### config.mk
export PLATFORM = sky130hd
export DESIGN_NAME = vlsu_sequencer
export DESIGN_NICKNAME = d
export VERILOG_FILES = /design/src/rtl/vlsu_sequencer.sv
export SDC_FILE = /design/constraint.sdc
export NUM_CORES = 2
export LEC_CHECK = 0
export ABC_CLOCK_PERIOD_IN_PS = 4250
export CAP_MARGIN = 20
export CORE_AREA = 2 2 345 347
export DETAILED_ROUTE_END_ITERATION = 7
export DIE_AREA = 0 0 347 349
export HOLD_SLACK_MARGIN = 0.03
export PLACE_DENSITY_LB_ADDON = 0.05
export SLEW_MARGIN = 40
export SYNTH_ARGS = -nofsm -noshare
export SYNTH_HDL_FRONTEND = slang
export SYNTH_SLANG_ARGS = --single-unit
### constraint.sdc
create_clock -name clk -period 4.25 [get_ports clk]
set_input_delay 0.85 -clock clk [delete_from_list [all_inputs] [get_ports clk]]
set_output_delay 0.85 -clock clk [all_outputs]
set_load 0.1 [all_outputs]
### src/rtl/vlsu_sequencer.sv
// Vector load/store sequencer: splits one vector memory instruction into 4-lane beats.
// Build option: VLSU_MASK_AGNOSTIC_EN fills masked-off/tail load elements with all-ones.

module vlsu_lane #(
  parameter int XLEN = 32,
  parameter int VLEN = 128,
  parameter int LANE = 0
) (
  input  logic            issue_i,
  input  logic [1:0]      beat_i,
  input  logic [4:0]      vl_i,
  input  logic [1:0]      sew_i,
  input  logic            store_i,
  input  logic            vm_i,
  input  logic [15:0]     mask_i,
  input  logic [XLEN-1:0] base_i,
  input  logic [XLEN-1:0] stride_i,
  input  logic [VLEN-1:0] vs3_i,
  output logic            act_o,
  output logic [3:0]      elem_o,
  output logic [XLEN-1:0] addr_o,
  output logic [2:0]      we_o,
  output logic [2:0]      re_o,
  output logic [31:0]     wdata_o
);
  localparam logic [1:0]      LID  = 2'(LANE);
  localparam logic [XLEN-1:0] LOFF = XLEN'(LANE);

  logic [2:0]  size;
  logic [31:0] elt;

  assign elem_o = {beat_i, LID};
  assign act_o  = issue_i && ({1'b0, elem_o} < vl_i) && (vm_i || mask_i[elem_o]);

  always_comb begin
    size = 3'b100;
    elt  = vs3_i[elem_o[1:0]*32 +: 32];
    case (sew_i)
      2'b00: begin size = 3'b001; elt = {24'b0, vs3_i[elem_o*8 +: 8]}; end
      2'b01: begin size = 3'b010; elt = {16'b0, vs3_i[elem_o[2:0]*16 +: 16]}; end
      default: ;
    endcase
  end

  assign addr_o  = act_o ? base_i + LOFF * stride_i : '0;
  assign we_o    = (act_o && store_i)  ? size : 3'b000;
  assign re_o    = (act_o && !store_i) ? size : 3'b000;
  assign wdata_o = (act_o && store_i)  ? elt  : 32'b0;
endmodule

module vlsu_sequencer #(
  parameter int VLEN  = 128,
  parameter int XLEN  = 32,
  parameter int LANES = 4,
  parameter int MAXEL = 16
) (
  input  logic            clk,
  input  logic            rst_n,
  input  logic            req_valid,
  output logic            req_ready,
  input  logic            req_store,
  input  logic [XLEN-1:0] req_base,
  input  logic [XLEN-1:0] req_stride,
  input  logic [4:0]      req_vl,
  input  logic [1:0]      req_sew,
  input  logic            req_vm,
  input  logic [15:0]     req_mask,
  input  logic [VLEN-1:0] req_vd_old,
  input  logic [VLEN-1:0] req_vs3,
  output logic [XLEN-1:0] lane_addr0,
  output logic [XLEN-1:0] lane_addr1,
  output logic [XLEN-1:0] lane_addr2,
  output logic [XLEN-1:0] lane_addr3,
  output logic [2:0]      lane_we0,
  output logic [2:0]      lane_we1,
  output logic [2:0]      lane_we2,
  output logic [2:0]      lane_we3,
  output logic [2:0]      lane_re0,
  output logic [2:0]      lane_re1,
  output logic [2:0]      lane_re2,
  output logic [2:0]      lane_re3,
  output logic            lane_vm0,
  output logic            lane_vm1,
  output logic            lane_vm2,
  output logic            lane_vm3,
  output logic [VLEN-1:0] lane_wdata,
  input  logic [VLEN-1:0] lane_rdata,
  output logic            stall,
  output logic            done_valid,
  output logic [VLEN-1:0] done_data
);
  typedef enum logic [1:0] {IDLE, ISSUE, DONE} state_e;

  state_e          state_q;
  logic [1:0]      beat_q;
  logic [2:0]      beats_q;
  logic [4:0]      vl_q;
  logic [1:0]      sew_q;
  logic            store_q, vm_q;
  logic [15:0]     mask_q;
  logic [XLEN-1:0] base_q, stride_q;
  logic [VLEN-1:0] vs3_q, res_q, res_d;

  logic [1:0]      sew_n;
  logic [4:0]      maxvl_n, vl_n;
  logic [2:0]      beats_n;
  logic [VLEN-1:0] res_init;
  logic            issue;

  logic [LANES-1:0]           act;
  logic [LANES-1:0][3:0]      elem;
  logic [LANES-1:0][XLEN-1:0] addr;
  logic [LANES-1:0][2:0]      we, re;
  logic [LANES-1:0][31:0]     wd;

  // Accept-time decode: SEW 11 aliases to 32b, vl clamps to VLEN/SEW.
  assign sew_n   = (req_sew == 2'b11) ? 2'b10 : req_sew;
  assign maxvl_n = 5'(MAXEL) >> sew_n;
  assign vl_n    = (req_vl > maxvl_n) ? maxvl_n : req_vl;
  assign beats_n = 3'((vl_n + 5'd3) >> 2);

`ifdef VLSU_MASK_AGNOSTIC_EN
  // Active elements get overwritten, so preloading ones leaves only masked/tail as ones.
  assign res_init = (!req_store && vl_n != 5'd0) ? '1 : req_vd_old;
`else
  assign res_init = req_vd_old;
`endif

  assign issue = (state_q == ISSUE);

  for (genvar l = 0; l < LANES; l++) begin : g_lane
    vlsu_lane #(.XLEN(XLEN), .VLEN(VLEN), .LANE(l)) u_lane (
      .issue_i (issue),
      .beat_i  (beat_q),
      .vl_i    (vl_q),
      .sew_i   (sew_q),
      .store_i (store_q),
      .vm_i    (vm_q),
      .mask_i  (mask_q),
      .base_i  (base_q),
      .stride_i(stride_q),
      .vs3_i   (vs3_q),
      .act_o   (act[l]),
      .elem_o  (elem[l]),
      .addr_o  (addr[l]),
      .we_o    (we[l]),
      .re_o    (re[l]),
      .wdata_o (wd[l])
    );
  end

  always_comb begin
    res_d = res_q;
    if (issue && !store_q) begin
      for (int l = 0; l < LANES; l++) begin
        if (act[l]) begin
          case (sew_q)
            2'b00:   res_d[elem[l]*8 +: 8]        = lane_rdata[32*l +: 8];
            2'b01:   res_d[elem[l][2:0]*16 +: 16] = lane_rdata[32*l +: 16];
            default: res_d[elem[l][1:0]*32 +: 32] = lane_rdata[32*l +: 32];
          endcase
        end
      end
    end
  end

  always_ff @(posedge clk) begin
    if (!rst_n) begin
      state_q  <= IDLE;
      beat_q   <= '0;
      beats_q  <= '0;
      vl_q     <= '0;
      sew_q    <= '0;
      store_q  <= 1'b0;
      vm_q     <= 1'b0;
      mask_q   <= '0;
      base_q   <= '0;
      stride_q <= '0;
      vs3_q    <= '0;
      res_q    <= '0;
    end else begin
      case (state_q)
        IDLE: if (req_valid) begin
          beat_q   <= '0;
          beats_q  <= beats_n;
          vl_q     <= vl_n;
          sew_q    <= sew_n;
          store_q  <= req_store;
          vm_q     <= req_vm;
          mask_q   <= req_mask;
          base_q   <= req_base;
          stride_q <= req_stride;
          vs3_q    <= req_vs3;
          res_q    <= res_init;
          state_q  <= (vl_n == 5'd0) ? DONE : ISSUE;
        end
        ISSUE: begin
          res_q  <= res_d;
          base_q <= base_q + (stride_q << 2);
          beat_q <= beat_q + 2'd1;
          if ({1'b0, beat_q} == beats_q - 3'd1) state_q <= DONE;
        end
        DONE:    state_q <= IDLE;
        default: state_q <= IDLE;
      endcase
    end
  end

  assign req_ready  = (state_q == IDLE);
  assign stall      = (state_q == IDLE) ? req_valid : issue;
  assign done_valid = (state_q == DONE);
  assign done_data  = done_valid ? res_q : '0;

  assign lane_addr0 = addr[0];
  assign lane_addr1 = addr[1];
  assign lane_addr2 = addr[2];
  assign lane_addr3 = addr[3];
  assign lane_we0   = we[0];
  assign lane_we1   = we[1];
  assign lane_we2   = we[2];
  assign lane_we3   = we[3];
  assign lane_re0   = re[0];
  assign lane_re1   = re[1];
  assign lane_re2   = re[2];
  assign lane_re3   = re[3];
  assign lane_vm0   = act[0];
  assign lane_vm1   = act[1];
  assign lane_vm2   = act[2];
  assign lane_vm3   = act[3];
  assign lane_wdata = wd;
endmodule

Yosys cells after proc, flatten, opt, wreduce, memory -nomap -nowiden
Index checks and enable logic that the tools add are counted.
{"block": "op_classes", "addsub": 15, "multipliers": 1, "n_lt_le_gt_ge": 9, "n_eq_ne": 8, "n_shift": 25, "muxes": 63, "reduce_logical": 30}
{"operator": "128-bit 2-to-1 mux", "count": 10}
{"operator": "128-bit case mux with 2 select lines", "count": 5}
{"operator": "128-bit bitwise mux", "count": 8}
{"operator": "16-bit by 34-bit variable shift with 128-bit output (first input constant)", "count": 4}
{"operator": "8-bit by 34-bit variable shift with 128-bit output (first input constant)", "count": 4}
{"operator": "128-bit by 8-bit indexed part select with 16-bit output", "count": 4}
{"operator": "128-bit by 8-bit indexed part select with 8-bit output", "count": 4}
{"operator": "16-bit by 34-bit indexed part select with 128-bit output", "count": 4}
{"operator": "8-bit by 34-bit indexed part select with 128-bit output", "count": 4}
{"operator": "32-bit case mux with 2 select lines", "count": 5}
{"operator": "32-bit 2-to-1 mux", "count": 9}
{"operator": "7-bit negator with 34-bit output", "count": 8}
{"operator": "32-bit adder", "count": 4}
{"operator": "2-bit by 32-bit multiplier with 32-bit output (first input constant)", "count": 1}
{"operator": "3-bit 2-to-1 mux", "count": 8}
{"operator": "4-bit by 5-bit less-than comparator with 1-bit output", "count": 4}
{"operator": "4-bit by 5-bit less-than comparator with 1-bit output (second input constant)", "count": 4}
{"operator": "1-bit logical AND", "count": 17}
{"operator": "2-bit 2-to-1 mux", "count": 5}
{"operator": "1-bit binary-select mux with 2-bit select", "count": 4}
{"operator": "2-bit case mux with 2 select lines", "count": 2}
{"operator": "2-bit != test (second input constant)", "count": 3}
{"operator": "3-bit case mux with 2 select lines", "count": 1}
{"operator": "2-bit AND reduction", "count": 3}
{"operator": "16 further kinds", "count": 26}
{"block": "word_totals", "ff_bits": 352, "inputBits": 476, "output_inout_bits": 415, "elab_cells": 163}

Depth between registers and ports, before layout
{"block": "depth", "depth_word": 19, "depth_mapped": 15, "ltp_nobuf": 11}

Cells and area by module
A second synthesis with hierarchy kept.
{"block": "unflattened", "cells_unflattened": 8372, "area_unflattened_um2": 53289.9}
{"module": "vlsu_sequencer", "instances": 1, "cells_per_inst": 6964, "area_per_inst_um2": 43091.3, "seq_area_each_um2": 7046.8}
{"module": "vlsu_lane (g_lane[3].u_lane)", "instances": 1, "cells_per_inst": 416, "area_per_inst_um2": 3340.7, "seq_area_each_um2": 0.0}
{"module": "vlsu_lane (g_lane[1].u_lane)", "instances": 1, "cells_per_inst": 426, "area_per_inst_um2": 2949.1, "seq_area_each_um2": 0.0}
{"module": "vlsu_lane (g_lane[2].u_lane)", "instances": 1, "cells_per_inst": 410, "area_per_inst_um2": 2836.5, "seq_area_each_um2": 0.0}
{"module": "vlsu_lane (g_lane[0].u_lane)", "instances": 1, "cells_per_inst": 156, "area_per_inst_um2": 1072.3, "seq_area_each_um2": 0.0}

Least setup slack after synthesis
OpenSTA, ideal clock, no wires.
{"block": "synth_timing", "path_kind": "register to output", "from": "reg stride_q[1]", "to": "out lane_addr3[30]", "arrival_ps": 5109, "t_required_ps": 3400, "path_slack_ps": -1709, "path_stages_with_launch": 11, "path_buffers": 0, "cell_sequence": "dfxtp_1 > fa_1 > ha_1 > a211o_1 > a2111oi_0 > o211a_1 > a2111oi_1 > o21ai_0 > a211oi_1 > o21ai_0 > nor3b_1"}
{"block": "synth_between", "elab_chain_len": 3}
{"element": "start, declared", "line": "101", "rtl": "logic [XLEN-1:0] base_q, stride_q;"}
{"element": "start signal, assigned", "line": "192", "rtl": "stride_q <= req_stride;"}
{"element": "2-bit by 32-bit multiplier with 32-bit output", "line": "45", "rtl": "assign addr_o = act_o ? base_i + LOFF * stride_i : '0;"}
{"element": "32-bit adder", "line": "45"}
{"element": "32-bit 2-to-1 mux", "line": "45"}
{"element": "end, declared", "line": "73", "rtl": "output logic [XLEN-1:0] lane_addr3,"}
No other way between the ends.

Worst setup path after layout
{"block": "layout_timing", "from": "reg base_q[2]", "to": "out lane_addr3[30]"}
{"block": "layout_between", "elab_chain_len": 2}
{"element": "start, declared", "line": "101"}
{"element": "start signal, assigned", "line": "191", "rtl": "base_q <= req_base;"}
{"element": "start signal, assigned", "line": "199", "rtl": "base_q <= base_q + (stride_q << 2);"}
{"element": "32-bit adder", "line": "45"}
{"element": "32-bit 2-to-1 mux", "line": "45"}
No other way between the ends.

==> impl_metrics.yaml <==
clocking:
  path_clk_slew_ns: 0.06
  cts.sinks: 352
  numCtsBuffers: 51
  clockBufferDepth: 3
  clockRootBuffer: "clkbuf_16"
  htreeDepth: 2
  cts_tree: "yes"
  cts.hold.buffers_added: 0
  clock_latency_on_the_worst_skew_pair_ns: 0.65
global_routing:
  number_of_antenna_violations_at_the_first_check_in_global_routing: 63
  grt_max_degree: 114
  track_usage_pct: 28.8
  wire_length_of_the_first_global_routing_pass_um: 254000
  first_global_vias: 33747
  grt_overflow: 0
setup_path:
  worst_setup_slack_for_register_to_register_paths_ns: 0.77
  critPathRequiredTime_ns: 3.40
  path_class: "reg -> out"
  worst_ep_arrival_time_ns: 3.98
  worst_setup_path_end_kind: "primary output"
  cp_max_fo: 2
  startpoint_type: "register"
floorplanning:
  fp-row-count: 126
  die_area_um2: 121000
  die_w_um: 347
  initial_utilization_pct: 24.2
  io-pin-count: 891
  chipHeight_um: 349
  coreArea_um2: 117000
final_layout:
  layout-area-overhead-vs-synth_pct: 65.6
  layout.cells.most_common: "nand2_1"
  num-nets-final: 5441
  final_cell_mix: "nand2_1, clkdlybuf4s50_1, a21oi_1"
  drive_gt1_share_pct: 24.4
sta:
  setup_repair_after_global_routing_missed_its_margin: "true"
  max-slew-margin-rel_pct: 34.7
  setup-tns-final_ns: -15.61
  achievable-frequency_ghz: 0.207
  max_slew.worst_pin.slew_ns: 0.980
  final_hold_viol_count: 0
  finalWorstSetupSlack_ns: -0.576
  slew_violations: 0
  final_min_period_over_clock_period_pct: 114
  clock-skew-final_ns: 0.0216
  finalSetupViolations: 46
  finalWorstPathRequiredPeriod_ns: 4.83
drt:
  postRouteWirelength_um: 183000
  route.antenna.remaining_nets: 0
  detailedRoute.firstIterationViolations: 2563
  num_vias: 34216
  route.detailed.drc: 0
  drtPass1Iterations: 7
  wire_per_inst_um: 28.5
  routed_via_density: 5.34
worst_hold_path:
  hold_path_class: "reg -> reg"
pwr:
  power_leakage_nw: 17.9
  vdd.ir_drop.worst_v: 0.000355
  power_density_nw_per_um2: 309
  finalPower_mw: 14.5
synth:
  synth-main-ff-cell: "dfxtp_1"
  synth_edf_count: 0
  number_of_cells_produced_by_synthesis: 3848
  post_synthesis_sequential_area_ratio_pct: 24.8
  synth_cell_types: 91
  avgSynthCellArea_um2: 7.38
  netlist_area_um2: 28400
  ys_seq_elements: 352
  synth_nets: 4491
  warnings_from_yosys: 0
  async_reset_ff_share_pct: 0
placement:
  io_buffers: 890
  place_hpwl_um: 140000
  globalplace.congestion: 0.917
  worst_case_setup_slack_after_placement_ns: -0.283
outcome:
  violations: "setup timing"
  status: "finished, violations left"
flow_run:
  drv.max_cap_violation_count: 0
[critical path, cell delays in order, from the launching register on]
cell	delay [ns]
dfxtp_2	0.33
fa_2	0.62
ha_4	0.21
a211o_1	0.35
a2111oi_4	0.32
buf_4	0.18
o211a_4	0.18
a2111oi_4	0.05
buf_4	0.18
o21ai_2	0.13
buf_6	0.16
a211oi_4	0.07
o21ai_1	0.13
nor3b_4	0.23
buf_12	0.20
[layer usage]
layer	vias up	GRT usage, %	part of all wire (%)
li1	15912	-	-
met1	16687	35.5	41
met2	1268	46.5	47
met3	305	8.37	8.0
met4	44	12.6	4.0
met5	-	0	0.17
[power breakdown]
| group | switching [mW] | internal, mW |
|---|---|---|
| clock | 1.90 | 2.58 |
| sequential | 0.458 | 3.70 |
| combinational | 3.54 | 2.35 |
| total | 5.90 | 8.63 |
[per-stage QoR]
stage	hold slack, ns	area (µm²)	util [%]	std cells
2_1_floorplan	0.432	28900	-	3848
3_3_place_gp	0.441	43100	36.7	6212
3_5_place_dp	0.447	43100	36.7	6214
4_1_cts	0.455	46200	39.3	6342
5_1_grt	0.469	47000	40.0	6405
6_report	0.454	47000	40.0	6411
[layout make-up]
type,instances,area (µm²)
clock buffers,78,1560
repair buffers,1187,14100
well taps,1536,1920
clock inverters,13,128
flip-flops and latches,352,7120
fillers,12140,70400
multi-input cells,3164,21900
inverters,42,190
diodes,39,97.6
[logic make-up (layout without fill, tap and decap cells)]
kind of cell	count (synthesis)	count (layout)	synth area share, %
AO/OA/AOI/OAI	1293	1293	29.0
XOR/XNOR	91	91	2.81
adder cells (fa/ha/maj)	167	167	8.26
buffers and inverters	332	1320	4.75
flip-flops	352	352	24.8
multiplexers	156	156	6.38
other	1	40	0.0132
AND/OR/NAND/NOR	1456	1456	23.9
[synthesized netlist by cell type (48+ instances only)]
cell	instances	area (µm²)
and3_1	50	313
a211oi_1	83	623
mux2i_1	127	1270
a21oi_1	510	2550
dfxtp_1	352	7050
a21o_1	52	390
and2_1	228	1430
nand2_1	571	2140
a311oi_1	48	420
clkbuf_1	230	863
o21ai_0	192	961
nor2_1	339	1270
o211ai_1	79	593
nand3_1	84	420
ha_1	133	1660
[final timing paths]
path                          startpoint                     end  cells past startpoint
setup reg to reg  beat_q[1]$_SDFFE_PN0P_  res_q[96]$_SDFFE_PN0P_                     10
setup / recovery  base_q[2]$_SDFFE_PN0P_          lane_addr3[30]                     14
hold reg to reg   mask_q[9]$_SDFFE_PN0P_  mask_q[9]$_SDFFE_PN0P_                      2
hold / removal    mask_q[9]$_SDFFE_PN0P_  mask_q[9]$_SDFFE_PN0P_                      2
[state kept, by name (all words and copies together) (netlist names), 3 cells and up]
name / cells
res_q: 128
vs3_q: 128
base_q: 32
stride_q: 32
mask_q: 16
vl_q: 5
beats_q: 3
[timing repair]
item,4_1_cts,5_1_grt
gates resized for setup,238,102
setup endpoints to repair,182,73
hold endpoints to repair,0,0
pin swaps,115,107
buffers inserted,41,38
No activity file was read; power rests on OpenSTA's default activity.
